File: src/rtl/bloom_line_scheduler.sv
// bloom_line_scheduler: arbitrates insert/query requests onto the Bloom line SRAM,
// runs one read-age-modify-write per request, and owns the bucket/loop time base.
module bloom_line_scheduler #(
  parameter int DATA_WIDTH      = 72,
  parameter int NUM_BUCKETS     = 12,
  parameter int BUCKET_SZ       = 4,
  parameter int BLOOM_INIT_POS  = 16,
  parameter int BITS_SHIFT      = $clog2(NUM_BUCKETS),
  parameter int ADDR_WIDTH      = 10,
  parameter int CLKS_PER_BUCKET = 1000,
  localparam int BIT_W          = $clog2(BUCKET_SZ),
  localparam int LOOP_W         = BLOOM_INIT_POS - BITS_SHIFT
) (
  input  logic                  clk,
  input  logic                  reset_n,
  input  logic                  ins_valid,
  output logic                  ins_ready,
  input  logic [ADDR_WIDTH-1:0] ins_addr,
  input  logic [BIT_W-1:0]      ins_bit,
  output logic                  ins_done,
  input  logic                  qry_valid,
  output logic                  qry_ready,
  input  logic [ADDR_WIDTH-1:0] qry_addr,
  input  logic [BIT_W-1:0]      qry_bit,
  output logic                  qry_done,
  output logic                  qry_hit,
  output logic                  mem_rd_en,
  output logic [ADDR_WIDTH-1:0] mem_addr,
  input  logic [DATA_WIDTH-1:0] mem_rd_data,
  input  logic                  mem_rd_vld,
  output logic                  mem_wr_en,
  output logic [DATA_WIDTH-1:0] mem_wr_data,
  output logic [DATA_WIDTH-1:0] age_data,
  input  logic [DATA_WIDTH-1:0] age_result,
  output logic [BITS_SHIFT-1:0] cur_bucket_op,
  output logic [LOOP_W-1:0]     cur_loop_op
);

  localparam int TICK_W     = $clog2(CLKS_PER_BUCKET);
  localparam int NUM_SLICES = (DATA_WIDTH - BLOOM_INIT_POS) / BUCKET_SZ;
  localparam logic [DATA_WIDTH-1:0] ONE = DATA_WIDTH'(1);

  typedef enum logic [2:0] {S_IDLE, S_RD, S_WAIT, S_UPD, S_WR} state_t;

  typedef struct packed {
    logic                  is_qry;
    logic [ADDR_WIDTH-1:0] addr;
    logic [BIT_W-1:0]      bsel;
  } op_t;

  state_t                state_q, state_d;
  op_t                   op_q, op_d;
  logic [TICK_W-1:0]     tick_q, tick_d;
  logic [BITS_SHIFT-1:0] bucket_q, bucket_d, bucket_op_q, bucket_op_d;
  logic [LOOP_W-1:0]     loop_q, loop_d, loop_op_q, loop_op_d;
  logic [DATA_WIDTH-1:0] age_q, age_d, line_q, line_d;
  logic                  hit_q, hit_d, prio_q, prio_d, run_q;
  logic                  gnt_ins, gnt_qry, slice_hit;

  assign age_data      = age_q;
  assign cur_bucket_op = bucket_op_q;
  assign cur_loop_op   = loop_op_q;

  // Free-running time base: tick -> bucket -> loop, independent of the FSM.
  always_comb begin
    tick_d   = tick_q + TICK_W'(1);
    bucket_d = bucket_q;
    loop_d   = loop_q;
    if (tick_q == TICK_W'(CLKS_PER_BUCKET - 1)) begin
      tick_d = '0;
      if (bucket_q == BITS_SHIFT'(NUM_BUCKETS - 1)) begin
        bucket_d = '0;
        loop_d   = loop_q + LOOP_W'(1);
      end else begin
        bucket_d = bucket_q + BITS_SHIFT'(1);
      end
    end
  end

  // Round-robin grant in IDLE; prio_q=0 favours insert. run_q keeps readys low until out of reset.
  always_comb begin
    gnt_ins = 1'b0;
    gnt_qry = 1'b0;
    if (state_q == S_IDLE && run_q) begin
      if (ins_valid && qry_valid) begin
        gnt_ins = ~prio_q;
        gnt_qry = prio_q;
      end else begin
        gnt_ins = ins_valid;
        gnt_qry = qry_valid;
      end
    end
  end

  // FSM next state: one read-age-modify-write per accepted request.
  always_comb begin
    state_d = state_q;
    case (state_q)
      S_IDLE:  if (gnt_ins || gnt_qry) state_d = S_RD;
      S_RD:    state_d = S_WAIT;
      S_WAIT:  if (mem_rd_vld) state_d = S_UPD;
      S_UPD:   state_d = S_WR;
      S_WR:    state_d = S_IDLE;
      default: state_d = S_IDLE;
    endcase
  end

  // FSM outputs: memory strobes and done pulses are decoded from the state alone.
  always_comb begin
    ins_ready   = gnt_ins;
    qry_ready   = gnt_qry;
    mem_rd_en   = 1'b0;
    mem_wr_en   = 1'b0;
    mem_addr    = '0;
    mem_wr_data = '0;
    ins_done    = 1'b0;
    qry_done    = 1'b0;
    qry_hit     = 1'b0;
    case (state_q)
      S_RD: begin
        mem_rd_en = 1'b1;
        mem_addr  = op_q.addr;
      end
      S_WR: begin
        mem_wr_en   = 1'b1;
        mem_addr    = op_q.addr;
        mem_wr_data = line_q;
        ins_done    = ~op_q.is_qry;
        qry_done    = op_q.is_qry;
        qry_hit     = op_q.is_qry & hit_q;
      end
      default: ;
    endcase
  end

  // Datapath: latch request and time on accept, capture read data, age and modify the line.
  always_comb begin
    op_d        = op_q;
    bucket_op_d = bucket_op_q;
    loop_op_d   = loop_op_q;
    age_d       = age_q;
    line_d      = line_q;
    hit_d       = hit_q;
    prio_d      = prio_q;
    slice_hit   = 1'b0;
    // Query hit looks at the same bit position in every slice of the aged line.
    for (int k = 0; k < NUM_SLICES; k++)
      slice_hit = slice_hit |
        (|(age_result & (ONE << (BLOOM_INIT_POS + k * BUCKET_SZ + int'(op_q.bsel)))));
    if (gnt_ins || gnt_qry) begin
      op_d.is_qry = gnt_qry;
      op_d.addr   = gnt_qry ? qry_addr : ins_addr;
      op_d.bsel   = gnt_qry ? qry_bit : ins_bit;
      bucket_op_d = bucket_q;
      loop_op_d   = loop_q;
      prio_d      = gnt_ins;
    end
    if (state_q == S_WAIT && mem_rd_vld) age_d = mem_rd_data;
    if (state_q == S_UPD) begin
      hit_d  = op_q.is_qry & slice_hit;
      line_d = age_result;
      // Inserts land in the newest slice, which sits at the MSB end.
      if (!op_q.is_qry)
        line_d = age_result | (ONE << (DATA_WIDTH - BUCKET_SZ + int'(op_q.bsel)));
    end
  end

  // FSM state register.
  always_ff @(posedge clk or negedge reset_n) begin
    if (!reset_n) state_q <= S_IDLE;
    else          state_q <= state_d;
  end

  // Time base and datapath registers; reset abandons any operation in flight.
  always_ff @(posedge clk or negedge reset_n) begin
    if (!reset_n) begin
      run_q       <= 1'b0;
      tick_q      <= '0;
      bucket_q    <= '0;
      loop_q      <= '0;
      op_q        <= '0;
      bucket_op_q <= '0;
      loop_op_q   <= '0;
      age_q       <= '0;
      line_q      <= '0;
      hit_q       <= 1'b0;
      prio_q      <= 1'b0;
    end else begin
      run_q       <= 1'b1;
      tick_q      <= tick_d;
      bucket_q    <= bucket_d;
      loop_q      <= loop_d;
      op_q        <= op_d;
      bucket_op_q <= bucket_op_d;
      loop_op_q   <= loop_op_d;
      age_q       <= age_d;
      line_q      <= line_d;
      hit_q       <= hit_d;
      prio_q      <= prio_d;
    end
  end

endmodule

File: config.mk
export PLATFORM = sky130hd
export DESIGN_NAME = bloom_line_scheduler
export DESIGN_NICKNAME = d
export VERILOG_FILES = /design/src/rtl/bloom_line_scheduler.sv
export SDC_FILE = /design/constraint.sdc
export NUM_CORES = 1
export LEC_CHECK = 0
export CAP_MARGIN = 20
export CORE_ASPECT_RATIO = 1.5
export CORE_MARGIN = 8
export CORE_UTILIZATION = 35
export CTS_CLUSTER_SIZE = 20
export DETAILED_ROUTE_END_ITERATION = 7
export GPL_ROUTABILITY_DRIVEN = 0
export PLACE_DENSITY = 0.7
export SLEW_MARGIN = 20
export SYNTH_ARGS = -nofsm -noshare
export SYNTH_HDL_FRONTEND = slang
export SYNTH_SLANG_ARGS = --single-unit
File: constraint.sdc
create_clock -name clk -period 4.8 [get_ports clk]
set_input_delay 0.48 -clock clk [delete_from_list [all_inputs] [get_ports clk]]
set_output_delay 0.48 -clock clk [all_outputs]
set_load 0.02 [all_outputs]
==> results of run 1 <==
==> routing by layer <==
layer,wire [um],vias to the layer above
met3,1880,57
met5,26,-
li1,-,3311
met2,14300,230
met1,10900,3424
met4,915,4
==> through the flow <==
step                cells  setup WS [ps]
CTS                  1473           1210
global route         1475           1070
detailed placement   1435           1740
floorplan             793           2560
finish               1475           1320
global placement     1435           1800
==> final timing paths <==
check | end | slack [ps] | depth (start not counted)
max | mem_addr[9] | 1320 | 5
min | cur_loop_op[6] | 100 | 1
min reg2reg | tick_q[0] | 460 | 1
min in group clk | tick_q[0] | 460 | 1
max in group asynchronous | age_data[26] | 3680 | 2
max reg2reg | line_q[67] | 2620 | 6
==> layout by cell type, fill, tap and decap left out, types with 8 or more instances in the layout <==
cell type        count
a21oi_1              8
a221o_1             12
and2_1              76
clkbuf_16           23
clkdlybuf4s50_1    348
dfrtp_1            205
mux2_2              85
nand2_1            219
nor2_1              18
nor2b_1             21
nor4_1              11
xnor2_1             15
==> kinds of logic after synthesis <==
family / Yosys count
AOI/OAI and AO/OA: 40
xor gates and xnor gates: 19
other: 1
adders and majority gates: 3
DFF: 205
and+or+nand+nor: 386
buffers and inverters: 48
muxes: 91
==> cell type report <==
cell class | count | area, um^2
timing repair buffer | 355 | 3550
multi-input combinational | 540 | 3450
fill | 2223 | 11700
tap | 328 | 410
inverter | 7 | 26.3
sequential | 205 | 5130
clock buffer | 29 | 618
antenna | 2 | 5.00
clock inverter | 9 | 173
==> report_power, final <==
part           total [W]  switching, W  internal (W)
Sequential       0.00278      0.000373       0.00241
Clock            0.00185      0.000683       0.00117
Combinational    0.00285       0.00144       0.00142
==> state kept, by name (all words and copies together), names as in the netlist <==
| signal | cells |
|---|---|
| op_q | 13 |
| loop_q | 12 |
| prio_q | 1 |
| cur_loop_op | 12 |
| tick_q | 10 |
| line_q | 72 |
| state_q | 3 |
| bucket_q | 4 |
| cur_bucket_op | 4 |
| age_data | 72 |
| run_q | 1 |
| hit_q | 1 |
==> flow_metrics.tcl, run 1 <==
set metrics [dict create \
    startpoint "state_q[2]" \
    synth_top_family_by_area "simple AND/OR/NAND/NOR gates" \
    ctsHoldBuffers 0 \
    cts-resized-gates 0 \
    grt_util_all_layers_pct 17.5 \
    synth_flop_cell "dfrtp_1" \
    grt_pass1_vias 7299 \
    wl_per_cell_um 19.0 \
    synth.most_common_cell "nand2_1" \
    drt_iter0_markers 325 \
    crit_family "buffers and inverters" \
    p_leak_nw 5.86 \
    syn_area_um2 8870 \
    synth_nets 969 \
    critical_path.startpoint_type "flop" \
    fmax_mhz 288 \
    cts_tree "built" \
    cts.sinks 205 \
    design.die.area_um2 30800 \
    finalSetupTns_ps 0 \
    synth_xor_area_share_pct 1.88 \
    antenna_found_initial 4 \
    path_clk_slew_ps 60 \
    finalHoldViolCount 0 \
    drc_errors 0 \
    relSlewSlack_pct 37.3 \
    status "finished, final reports clean" \
    grt_max_degree 113 \
    postPlaceCellArea_um2 12600 \
    grt_pass1_wl_um 43000 \
    syn_avg_cell_area_um2 11.2 \
    clockBufferDepth 3 \
    ios 350 \
    cp.arrival_ps 3000 \
    hpwl_um 20700 \
    required_ps 4320 \
    p_per_area_nw_per_um2 561 \
    overflow 0 \
    die_w_um 146 \
    grt_busiest_layer "met2" \
    cts-buffers-inserted 22 \
    synth-simple-area-share_pct 21.4 \
    syn2layout_area_growth_pct 50.6 \
    yosysTopAreaCell "dfrtp_1" \
    final_cell_area_um2 13400 \
    met1_usage_pct 20.1 \
    root_buffer "clkbuf_16" \
    crit_buf_inv 2 \
    clock_latency_ps 500 \
    hold_class "in -> async" \
    synth.top_cells.by_area "dfrtp_1 (58%), mux2_2 (11%), nand2_1 (9.3%)" \
    setup_viol 0 \
    fin_hold_ws_ps 95.8 \
    synth_compound_area_share_pct 3.45 \
    synth.area.mux_share_pct 11.5 \
    ys_ff_latch 205 \
    yosys-top-cells-count "nand2_1 (219), dfrtp_1 (205), mux2_2 (85)" \
    initial_core_util_pct 35.4 \
    synthDominantCellAreaShare_pct 57.8 \
    r2r_start "state_q[0]" \
    synth_cells 793 \
    vias 7026 \
    coreArea_um2 25100 \
    min_period_ps 3480 \
    synthDistinctLibCells 49 \
    finClkSkew_ps 14.8 \
    path_class "reg -> out" \
    grtUsageMet2_pct 30.5 \
    fin_nets 1307 \
    slew_viol_final 0 \
    io_buffers 349 \
    crit_chain "nor3b_4 -> buf_4 -> nor2_1 -> nor2b_1 -> clkdlybuf4s50_1" \
    critPathCaptureType "output port" \
    vias_per_cell 4.76 \
    cpMaxStageDelayCell "clkdlybuf4s50_1" \
    fp.dieH_um 211 \
    drive_gt1_share_pct 12.1 \
    yosysSeqAreaShare_pct 57.8 \
    cts_setup_buffers 0 \
    synth_warnings 0 \
    slowest_delay_ps 630 \
    drt_first_pass_iters 5 \
    final_util_pct 53.4 \
    clock_tree.htree_level_count 1 \
    ir_worst_vdd_mv 0.344 \
    rsz0062_at_grt "no" \
    drt-total-wl_um 28000 \
    power_w 0.00749 \
    worst_pin_slew_ps 941 \
    grt.met3_usage_pct 4.72 \
    synth-edff-count 0 \
    yosys.area_share.adder_pct 0.423 \
    period_share_pct 72.4 \
    cap_violations 0 \
    std_cell_rows 71 \
    drt.antenna.violating_nets 0 \
    cp_max_fo 77 \
    synth-async-reset-ratio_pct 100 \
]
No activity file was read; power rests on OpenSTA's default activity.
==> run 2: changes to the inputs <==
==> constraint.sdc (replaced) <==
create_clock -name clk -period 3.44 [get_ports clk]
set_input_delay 0.344 -clock clk [delete_from_list [all_inputs] [get_ports clk]]
set_output_delay 0.344 -clock clk [all_outputs]
set_load 0.02 [all_outputs]
==> flow_metrics.tcl, run 2 (synthesis gave the netlist of run 1 again) <==
set metrics [dict create \
    syn2layout_area_growth_pct 50.5 \
    slowest_delay_ps 640 \
    ios 350 \
    cp.arrival_ps 2560 \
    cpMaxStageDelayCell "clkdlybuf4s50_1" \
    cp_max_fo 69 \
    min_period_ps 2910 \
    cts_setup_buffers 0 \
    ir_worst_vdd_mv 0.519 \
    overflow 0 \
    wl_per_cell_um 18.9 \
    drive_gt1_share_pct 12.6 \
    clock_tree.htree_level_count 1 \
    critPathCaptureType "output port" \
    drt-total-wl_um 28100 \
    cts_tree "built" \
    fmax_mhz 344 \
    cap_violations 0 \
    grt_pass1_vias 7477 \
    coreArea_um2 25100 \
    worst-path-stages 4 \
    vias_per_cell 4.69 \
    vias 6964 \
    crit_buf_inv 2 \
    drc_errors 0 \
    fin_nets 1314 \
    fp.dieH_um 211 \
    clockBufferDepth 3 \
    finalHoldViolCount 0 \
    root_buffer "clkbuf_16" \
    rsz0062_at_grt "no" \
    slew_viol_final 0 \
    startpoint "state_q[2]" \
    setup_viol 0 \
    grt_util_all_layers_pct 17.7 \
    grt_max_degree 83 \
    fin_hold_ws_ps 366 \
    final_cell_area_um2 13400 \
    finClkSkew_ps 16.6 \
    r2r_start "tick_q[0]" \
    p_per_area_nw_per_um2 761 \
    hold_class "in -> reg" \
    critical_path.startpoint_type "flop" \
    path_clk_slew_ps 70 \
    drt_first_pass_iters 6 \
    clock_latency_ps 500 \
    postPlaceCellArea_um2 12700 \
    antenna_found_initial 6 \
    required_ps 3100 \
    std_cell_rows 71 \
    hold_start "age_result[2]" \
    p_leak_nw 5.86 \
    drt_iter0_markers 271 \
    cts.sinks 205 \
    cts-buffers-inserted 21 \
    io_buffers 349 \
    final_cell_mix "clkdlybuf4s50_1 (348), nand2_1 (219), dfrtp_1 (205)" \
    path_class "reg -> out" \
    worst_pin_slew_ps 831 \
    grt_pass1_wl_um 43200 \
    die_w_um 146 \
    drt.antenna.violating_nets 0 \
    design.die.area_um2 30800 \
    rr_worst_depth 5 \
    final_common_cell "clkdlybuf4s50_1" \
    crit_family "buffers and inverters" \
    period_share_pct 84.5 \
    hold_depth 3 \
    status "finished, final reports clean" \
    relSlewSlack_pct 44.6 \
    initial_core_util_pct 35.4 \
    crit_chain "nor3b_4 -> buf_12 -> and2_1 -> clkdlybuf4s50_1" \
    hpwl_um 21500 \
    finalSetupTns_ps 0 \
    regToRegSetupSlack_ps 1320 \
]
-- run 2: repair_timing --
action | in CTS | in global routing
endpoints found under the setup margin | 0 | 0
endpoints found under the hold margin | 79 | 0
resized for setup | 0 | 0
hold buffers | 1 | 0
-- run 2: per-stage QoR --
| step | util (%) | setup WS (ps) | power, W | instances |
|---|---|---|---|---|
| after global placement | 50.6 | 1060 | 0.00796 | 1442 |
| after detailed placement | 50.6 | 1030 | 0.00806 | 1442 |
| after global routing | 53.3 | 341 | 0.0108 | 1485 |
| final | 53.3 | 533 | 0.0102 | 1485 |
| after CTS | 53.3 | 497 | 0.0103 | 1480 |
| after floorplan | - | 1340 | 0.00612 | 793 |
-- run 2: cell type report --
| cell class | count | area [um^2] |
|---|---|---|
| fillers | 2264 | 11700 |
| flip-flops and latches | 205 | 5130 |
| repair buffers | 363 | 3670 |
| multi-input cells | 540 | 3450 |
| clock buffers | 28 | 582 |
| well taps | 328 | 410 |
| clock inverters | 9 | 77.6 |
| inverters | 7 | 26.3 |
| diodes | 5 | 12.5 |
-- run 2: final timing paths --
kind,end
setup / recovery,mem_wr_data[71]
hold / removal,line_q[2]
setup reg to reg,loop_q[11]
hold reg to reg,tick_q[0]
max in group asynchronous,age_data[32]
min in group asynchronous,line_q[54]
-- run 2: power by group --
group          total [W]  internal [W]  switching, W
combinational    0.00402       0.00202       0.00199
sequential       0.00392       0.00337      0.000558
clock            0.00222       0.00127      0.000948
total             0.0102       0.00666       0.00350
-- run 2: worst reg2reg max path, stage by stage, from the launching register on --
cell and delay, ps:
dfrtp_1 370, ha_1 280, nand4b_2 230, nor4_4 680, nand4_1 270, xnor2_1 180
-- run 2: metal layers --
| metal | vias up | routed length, um | GRT usage, % |
|---|---|---|---|
| met5 | - | 13 | 0 |
| met4 | 2 | 754 | 6.56 |
| met3 | 44 | 1840 | 4.67 |
| met2 | 205 | 14900 | 32.1 |
| met1 | 3398 | 10600 | 19.5 |
| li1 | 3315 | - | - |
==> run 3: changes to the inputs <==
==> constraint.sdc (replaced) <==
create_clock -name clk -period 2.95 [get_ports clk]
set_input_delay 0.295 -clock clk [delete_from_list [all_inputs] [get_ports clk]]
set_output_delay 0.295 -clock clk [all_outputs]
set_load 0.02 [all_outputs]
==> flow_metrics.tcl, run 3 (synthesis gave the netlist of run 1 again) <==
set metrics [dict create \
    fin_nets 1317 \
    finClkSkew_ps 15.9 \
    cap_violations 0 \
    syn2layout_area_growth_pct 50.8 \
    cpMaxStageDelayCell "clkdlybuf4s50_1" \
    grt_pass1_vias 7469 \
    std_cell_rows 71 \
    cp.arrival_ps 2510 \
    status "finished, final reports clean" \
    p_leak_nw 5.87 \
    drt_first_pass_iters 5 \
    slowest_delay_ps 640 \
    regToRegSetupSlack_ps 840 \
    drive_gt1_share_pct 12.7 \
    p_per_area_nw_per_um2 888 \
    cp-endpoint "mem_wr_data[69]" \
    die_w_um 146 \
    grt_pass1_wl_um 43400 \
    wl_per_cell_um 19.1 \
    cts_tree "built" \
    min_period_ps 2800 \
    reg2reg_to "loop_q[11]" \
    clockBufferDepth 3 \
    drt_iter0_markers 328 \
    vias 7004 \
    grt_util_all_layers_pct 17.8 \
    path_class "reg -> out" \
    worst_pin_slew_ps 839 \
    slew_viol_final 0 \
    final_util_pct 53.4 \
    coreArea_um2 25100 \
    fin_cells 1483 \
    rsz0062_at_grt "no" \
    post-place-cells 1445 \
    path_clk_slew_ps 70 \
    final_common_cell "clkdlybuf4s50_1" \
    drt.antenna.violating_nets 0 \
    hpwl_um 21700 \
    root_buffer "clkbuf_16" \
    fmax_mhz 357 \
    finalSetupTns_ps 0 \
    cts-buffers-inserted 21 \
    relSlewSlack_pct 44.1 \
    vias_per_cell 4.72 \
    io_buffers 349 \
    clock_tree.htree_level_count 1 \
    startpoint "state_q[2]" \
    ir_worst_vdd_mv 0.477 \
    initial_core_util_pct 35.4 \
    design.die.area_um2 30800 \
    cp_max_fo 69 \
    setup_viol 0 \
    critPathCaptureType "output port" \
    overflow 0 \
    required_ps 2650 \
    finalHoldViolCount 0 \
    final_cell_mix "clkdlybuf4s50_1 (348), nand2_1 (219), dfrtp_1 (205)" \
    r2r_start "tick_q[0]" \
    seq_area_um2 5130 \
    nFillCells 2238 \
    cts_setup_buffers 0 \
    grt_max_degree 80 \
    period_share_pct 94.9 \
    cts.sinks 205 \
    fp.dieH_um 211 \
    multiInputGateArea_um2 3450 \
    hold_class "in -> reg" \
    rr_worst_depth 5 \
    ios 350 \
    clock_latency_ps 500 \
    antenna_found_initial 4 \
    drt-total-wl_um 28300 \
    drc_errors 0 \
    crit_chain "nor3b_4 -> buf_12 -> and2_1 -> clkdlybuf4s50_1" \
    critical_path.startpoint_type "flop" \
]
run 3: area by class of cell:
| cell class | count | area share (%) |
|---|---|---|
| Inverter | 7 | 0.196 |
| Timing Repair Buffer | 366 | 27.7 |
| Clock buffer | 29 | 4.45 |
| Antenna cell | 3 | 0.0561 |
| Tap cell | 328 | 3.07 |
| Sequential cell | 205 | 38.3 |
| Clock inverter | 5 | 0.421 |
| Multi-Input combinational cell | 540 | 25.8 |
run 3: critical path, delay by kind of cell, from the launching register on:
kind,cells,cell delay [ps]
simple gates,2,530
buf+inv,2,910
flops,1,520
run 3: worst min-delay path by stage:
| stage | from | endpoint | slack (ps) | cells after the start |
|---|---|---|---|---|
| 2_1_floorplan | reset_n | age_data[0] | -0.6 | 0 |
| 3_3_place_gp | reset_n | line_q[50] | 350 | 1 |
| 3_5_place_dp | reset_n | line_q[66] | 350 | 1 |
| 4_1_cts | age_result[1] | line_q[1] | 290 | 3 |
| 5_1_grt | age_result[4] | line_q[4] | 300 | 3 |
| 6_report | age_result[1] | line_q[1] | 320 | 3 |
run 3: report_power, final:
group	internal, W	leakage, nW	switching (W)
sequential	0.00393	2.54	0.000659
combinational	0.00238	3.01	0.00234
clock	0.00149	0.319	0.00109
total	0.00779	5.87	0.00409
run 3: what timing repair did:
action | 4_1_cts | 5_1_grt
pin swaps | 0 | 0
hold buffers | 1 | 0
gates cloned | 0 | 0
gates resized for setup | 3 | 1
endpoints found under the setup margin | 74 | 27
hold endpoints to repair | 66 | 0
run 3: routing by layer:
metal / up-vias / routed length, um / global-route usage (%)
met4: 2 / 759 / 6.63
met1: 3388 / 10600 / 19.6
met3: 44 / 1930 / 4.97
met5: - / 13 / 0
met2: 248 / 15000 / 32.3
li1: 3322 / - / -
run 3: per-stage QoR:
step	worst slack [ps]	hold WS [ps]	total power, W	instance area (um^2)
2_1_floorplan	897	-0.591	0.00714	8870
3_3_place_gp	491	352	0.00931	12700
3_5_place_dp	440	354	0.00942	12700
4_1_cts	41.2	288	0.0121	13400
5_1_grt	2.15	298	0.0126	13400
6_report	149	317	0.0119	13400
==> edit 1, RTL diff (config.mk and constraints of run 2) <==
`ADDR_WIDTH`: 10 -> 9.
--- a/src/rtl/bloom_line_scheduler.sv
+++ b/src/rtl/bloom_line_scheduler.sv
@@ -7,5 +7,5 @@
   parameter int BLOOM_INIT_POS  = 16,
   parameter int BITS_SHIFT      = $clog2(NUM_BUCKETS),
-  parameter int ADDR_WIDTH      = 10,
+  parameter int ADDR_WIDTH      = 9,
   parameter int CLKS_PER_BUCKET = 1000,
   localparam int BIT_W          = $clog2(BUCKET_SZ),
Interface: changed (resized ins_addr, mem_addr and qry_addr); port bits go from 350 to 347. The function was not compared with the original's and may differ.
==> edit 1 against run 2 <==
Sequential cell count shrank 1. Synthesized area shrank 2.0%. Total power grew 2.2%. Sequential share of layout area is essentially flat. Routed wire length shrank 1.2%. Setup slack gained 1.6 ps. Design area shrank 0.45%. Critical path depth is the same. Largest cell class unchanged. Largest power group unchanged. Highest routed layer is now met4.
==> edit 1: results <==
set metrics [dict create \
    dp_hpwl_um 20920 \
    wl_per_cell_um 18.72 \
    antenna_found_initial 3 \
    clock_area_share_pct 5.732 \
    bufAreaShareNonClock_pct 27.13 \
    syn-num-nets 970 \
    outcome "finished clean" \
    grt_max_degree 87 \
    combPwrFrac_pct 38.4 \
    synth_top_cells_by_count "nand2_1, dfrtp_1, mux2_2" \
    muxShareOfSynthArea_pct 11.78 \
    cts_buffers 22 \
    n_all_buffers 361 \
    nNetsFinal 1312 \
    fin_cells 1481 \
    viasPerCell 4.693 \
    cp_max_fo 44 \
    multi_input_cells 543 \
    power.switching_uw 3516 \
    synth.area.top_cells "dfrtp_1, mux2_2, nand2_1" \
    synth-xor-area-share_pct 2.014 \
    synth_cells 796 \
    dpl_worst_slack_ps 1021 \
    power_leakage_uw 0.005864 \
    grt.total_usage_pct 17.94 \
    clockPowerShare_pct 23.8 \
    yosysUniqueCellTypes 44 \
    drtIter0Drc 337 \
    inverters 6 \
    final_area_mm2 0.01329 \
    skew_ps 18.88 \
    place_inst 1437 \
    synth-seq-area-share_pct 58.71 \
    fill_cells 2148 \
    multi_input_area_share_pct 25.46 \
    synthAdderAreaFrac_pct 0.4317 \
    ir_drop_uv 460.9 \
    drive_above_1_share_pct 12.91 \
    seq_area_mm2 0.005105 \
    antenna_cells 3 \
    synth_compound_area_share_pct 3.439 \
]
-- edit 1: cell types whose count changed after synthesis, sizes merged, moves of 3 or more --
cell,delta
clkbuf,+7
buf,-5
nor4,-3
o21ai,+3
nor2,+4
-- edit 1: path summary, 6_finish.rpt --
kind | start | endpoint | slack (ps) | depth (start not counted)
hold reg to reg | line_q[53] | line_q[53] | 460 | 2
min in group asynchronous | reset_n | age_data[2] | 430 | 2
hold / removal | age_result[4] | line_q[4] | 370 | 3
max in group asynchronous | reset_n | age_data[51] | 2050 | 3
setup / recovery | state_q[2] | mem_wr_data[45] | 530 | 4
setup reg to reg | tick_q[0] | bucket_q[2] | 1260 | 6
-- edit 1: routing by layer --
metal	share of wire, %	GRT usage (%)	vias up
met4	2.3	5.512	0
met5	0	0	-
met2	54	32.96	194
met1	37	20.18	3395
li1	-	-	3322
met3	6.2	3.469	39
-- edit 1: worst max-delay path: stages (launching register included) --
cell and delay, ps:
dfrtp_1 490, nor3b_2 330, buf_4 380, and2_1 230
clkdlybuf4s50_1 620
==> edit 2, RTL diff (config.mk and constraints of run 2) <==
Made on the original files. Re-encode `state_t` (5 states) as Gray code, 3 bits wide.
--- a/src/rtl/bloom_line_scheduler.sv
+++ b/src/rtl/bloom_line_scheduler.sv
@@ -41,5 +41,5 @@
   localparam logic [DATA_WIDTH-1:0] ONE = DATA_WIDTH'(1);
 
-  typedef enum logic [2:0] {S_IDLE, S_RD, S_WAIT, S_UPD, S_WR} state_t;
+  typedef enum logic [2:0] {S_IDLE = 3'b000, S_RD = 3'b001, S_WAIT = 3'b011, S_UPD = 3'b010, S_WR = 3'b110} state_t;
 
   typedef struct packed {
Check against the original RTL: same outputs for any inputs over 4 cycles, from zero or initial values and one cycle with reset_n low; so few cycles prove little.
==> edit 2 against run 2 <==
Sequential cell count is the same. Total power grew 2.2%. Global-route usage shrank 0.19 points. Synthesized area shrank 2.5%. Setup slack lost 93 ps. Clock skew shrank 5.8 ps. Count of clock-buffer cells in the layout grew 5. Design area shrank 0.97%. Routed wire length shrank 4.0%. Hold slack gained 52 ps. Critical endpoint is now mem_addr[9]. Largest cell class unchanged.
==> edit 2: results <==
set metrics [dict create \
    synthFlopType "dfrtp_1" \
    skew_ps 10.80 \
    wl_per_cell_um 20.00 \
    ir_drop_uv 486.9 \
    synth.area.top_cells "dfrtp_1, mux2_2, and2_1" \
    ys.warnings.count 0 \
    synth_enable_flop_cells 0 \
    grt_pass1_vias 7075 \
    drive_above_1_share_pct 20.16 \
    path_delay_family "simple AND/OR/NAND/NOR gates" \
    firstDrtPassIters 5 \
    insertion_delay_ps 500 \
    grt_max_degree 84 \
    grt_pass1_wl_um 41190 \
    grt.total_usage_pct 17.52 \
    tightest_slew_ps 873.5 \
    drtIter0Drc 273 \
    cts_buffers 22 \
    r2r_cells 6 \
    cts_resized 0 \
    cp_max_fo 10 \
    power_leakage_uw 0.005655 \
    clk_path_buf_depth 3 \
    dp_hpwl_um 20200 \
    clkTransAtPathRegs_ps 60 \
    antenna_found_initial 1 \
    syn-num-nets 832 \
    nNetsFinal 1183 \
    yosysUniqueCellTypes 39 \
    synth_top_cells_by_count "dfrtp_1, mux2_2, and2_1" \
    cp_slowest_cell "nor2_1" \
    synth-seq-area-share_pct 59.28 \
    holdCritPathClass "primary input to async pin" \
    outcome "finished clean" \
    max_stage_delay_ps 680 \
    htreeDepth 1 \
    cts_setup_buffers 0 \
    root_buffer "clkbuf_16" \
    io_buffer_count 349 \
    vias 6481 \
    async_flop_share_pct 100.0 \
    power.switching_uw 3429 \
]
-- edit 2: final cells by class --
class	count	area, um^2
diodes	1	2.502
clock buffers	33	623.1
clock inverters	6	57.56
fillers	2184	11120
inverters	15	56.30
multi-input cells	403	3329
flip-flops and latches	205	5130
well taps	324	405.4
repair buffers	360	3620
-- edit 2: routing by layer --
metal  global-route usage (%)  share of wire (%)  up-vias  wire length, um
met5                        0                  0        -                0
met4                    5.692                2.7        0              724
met3                    3.902                7.1       42             1917
met2                    32.54                 54      224            14660
met1                    18.97                 36     3219             9640
li1                         -                  -     2996                -
-- edit 2: logic make-up (layout without fill, tap and decap cells) --
| logic type | after synthesis | after routing | share of synthesized area (%) |
|---|---|---|---|
| DFF | 205 | 205 | 59.28 |
| and+or+nand+nor | 183 | 183 | 12.23 |
| muxes | 158 | 158 | 20.56 |
| buffers and inverters | 48 | 414 | 2.357 |
| AOI/OAI and AO/OA | 40 | 40 | 3.268 |
| xor gates and xnor gates | 18 | 18 | 1.822 |
| adders and majority gates | 3 | 3 | 0.4338 |
| other | 1 | 2 | 0.04334 |
-- edit 2: what timing repair did --
item                       CTS  global route
hold buffers                 1             0
hold endpoints to repair    70             0
setup endpoints to repair    0             0
-- edit 2: worst register-to-register path, stage by stage (launching register included) --
cell and delay, ps:
dfrtp_1 370, ha_1 260, nand3b_1 190, nor4_4 620, nand4_4 190, nor2_1 150
xor2_1 150
-- edit 2: per-stage QoR --
step	utilization, %	setup WS, ps	instance area [um^2]	power (uW)	cells
finish	54.31	440.1	13220	10380	1347
global route	54.31	261.2	13220	10940	1347
CTS	54.30	382.8	13220	10550	1346
detailed placement	51.46	922.6	12530	8202	1306
global placement	51.46	967.1	12530	8098	1306
floorplan	-	1459	8653	6168	656
-- edit 2: power groups by stage --
stage               combinational (uW)  sequential (uW)  clock, uW
global placement                  4190             3910          0
floorplan                         1890             4280          0
finish                            4200             3910       2270
global route                      4460             4040       2450
detailed placement                4250             3950          0
CTS                               4270             3910       2360
-- edit 2: worst paths after layout --
| check | slack, ps | to | startpoint |
|---|---|---|---|
| worst max register to register | 1430 | loop_q[10] | tick_q[0] |
| max in group asynchronous | 2020 | loop_q[6] | reset_n |
| min in group clk | 450 | op_q[7] | ins_addr[5] |
| worst min register to register | 460 | tick_q[0] | tick_q[0] |
| worst min-delay path | 420 | age_data[10] | reset_n |
| worst max-delay path | 440 | mem_addr[9] | state_q[0] |
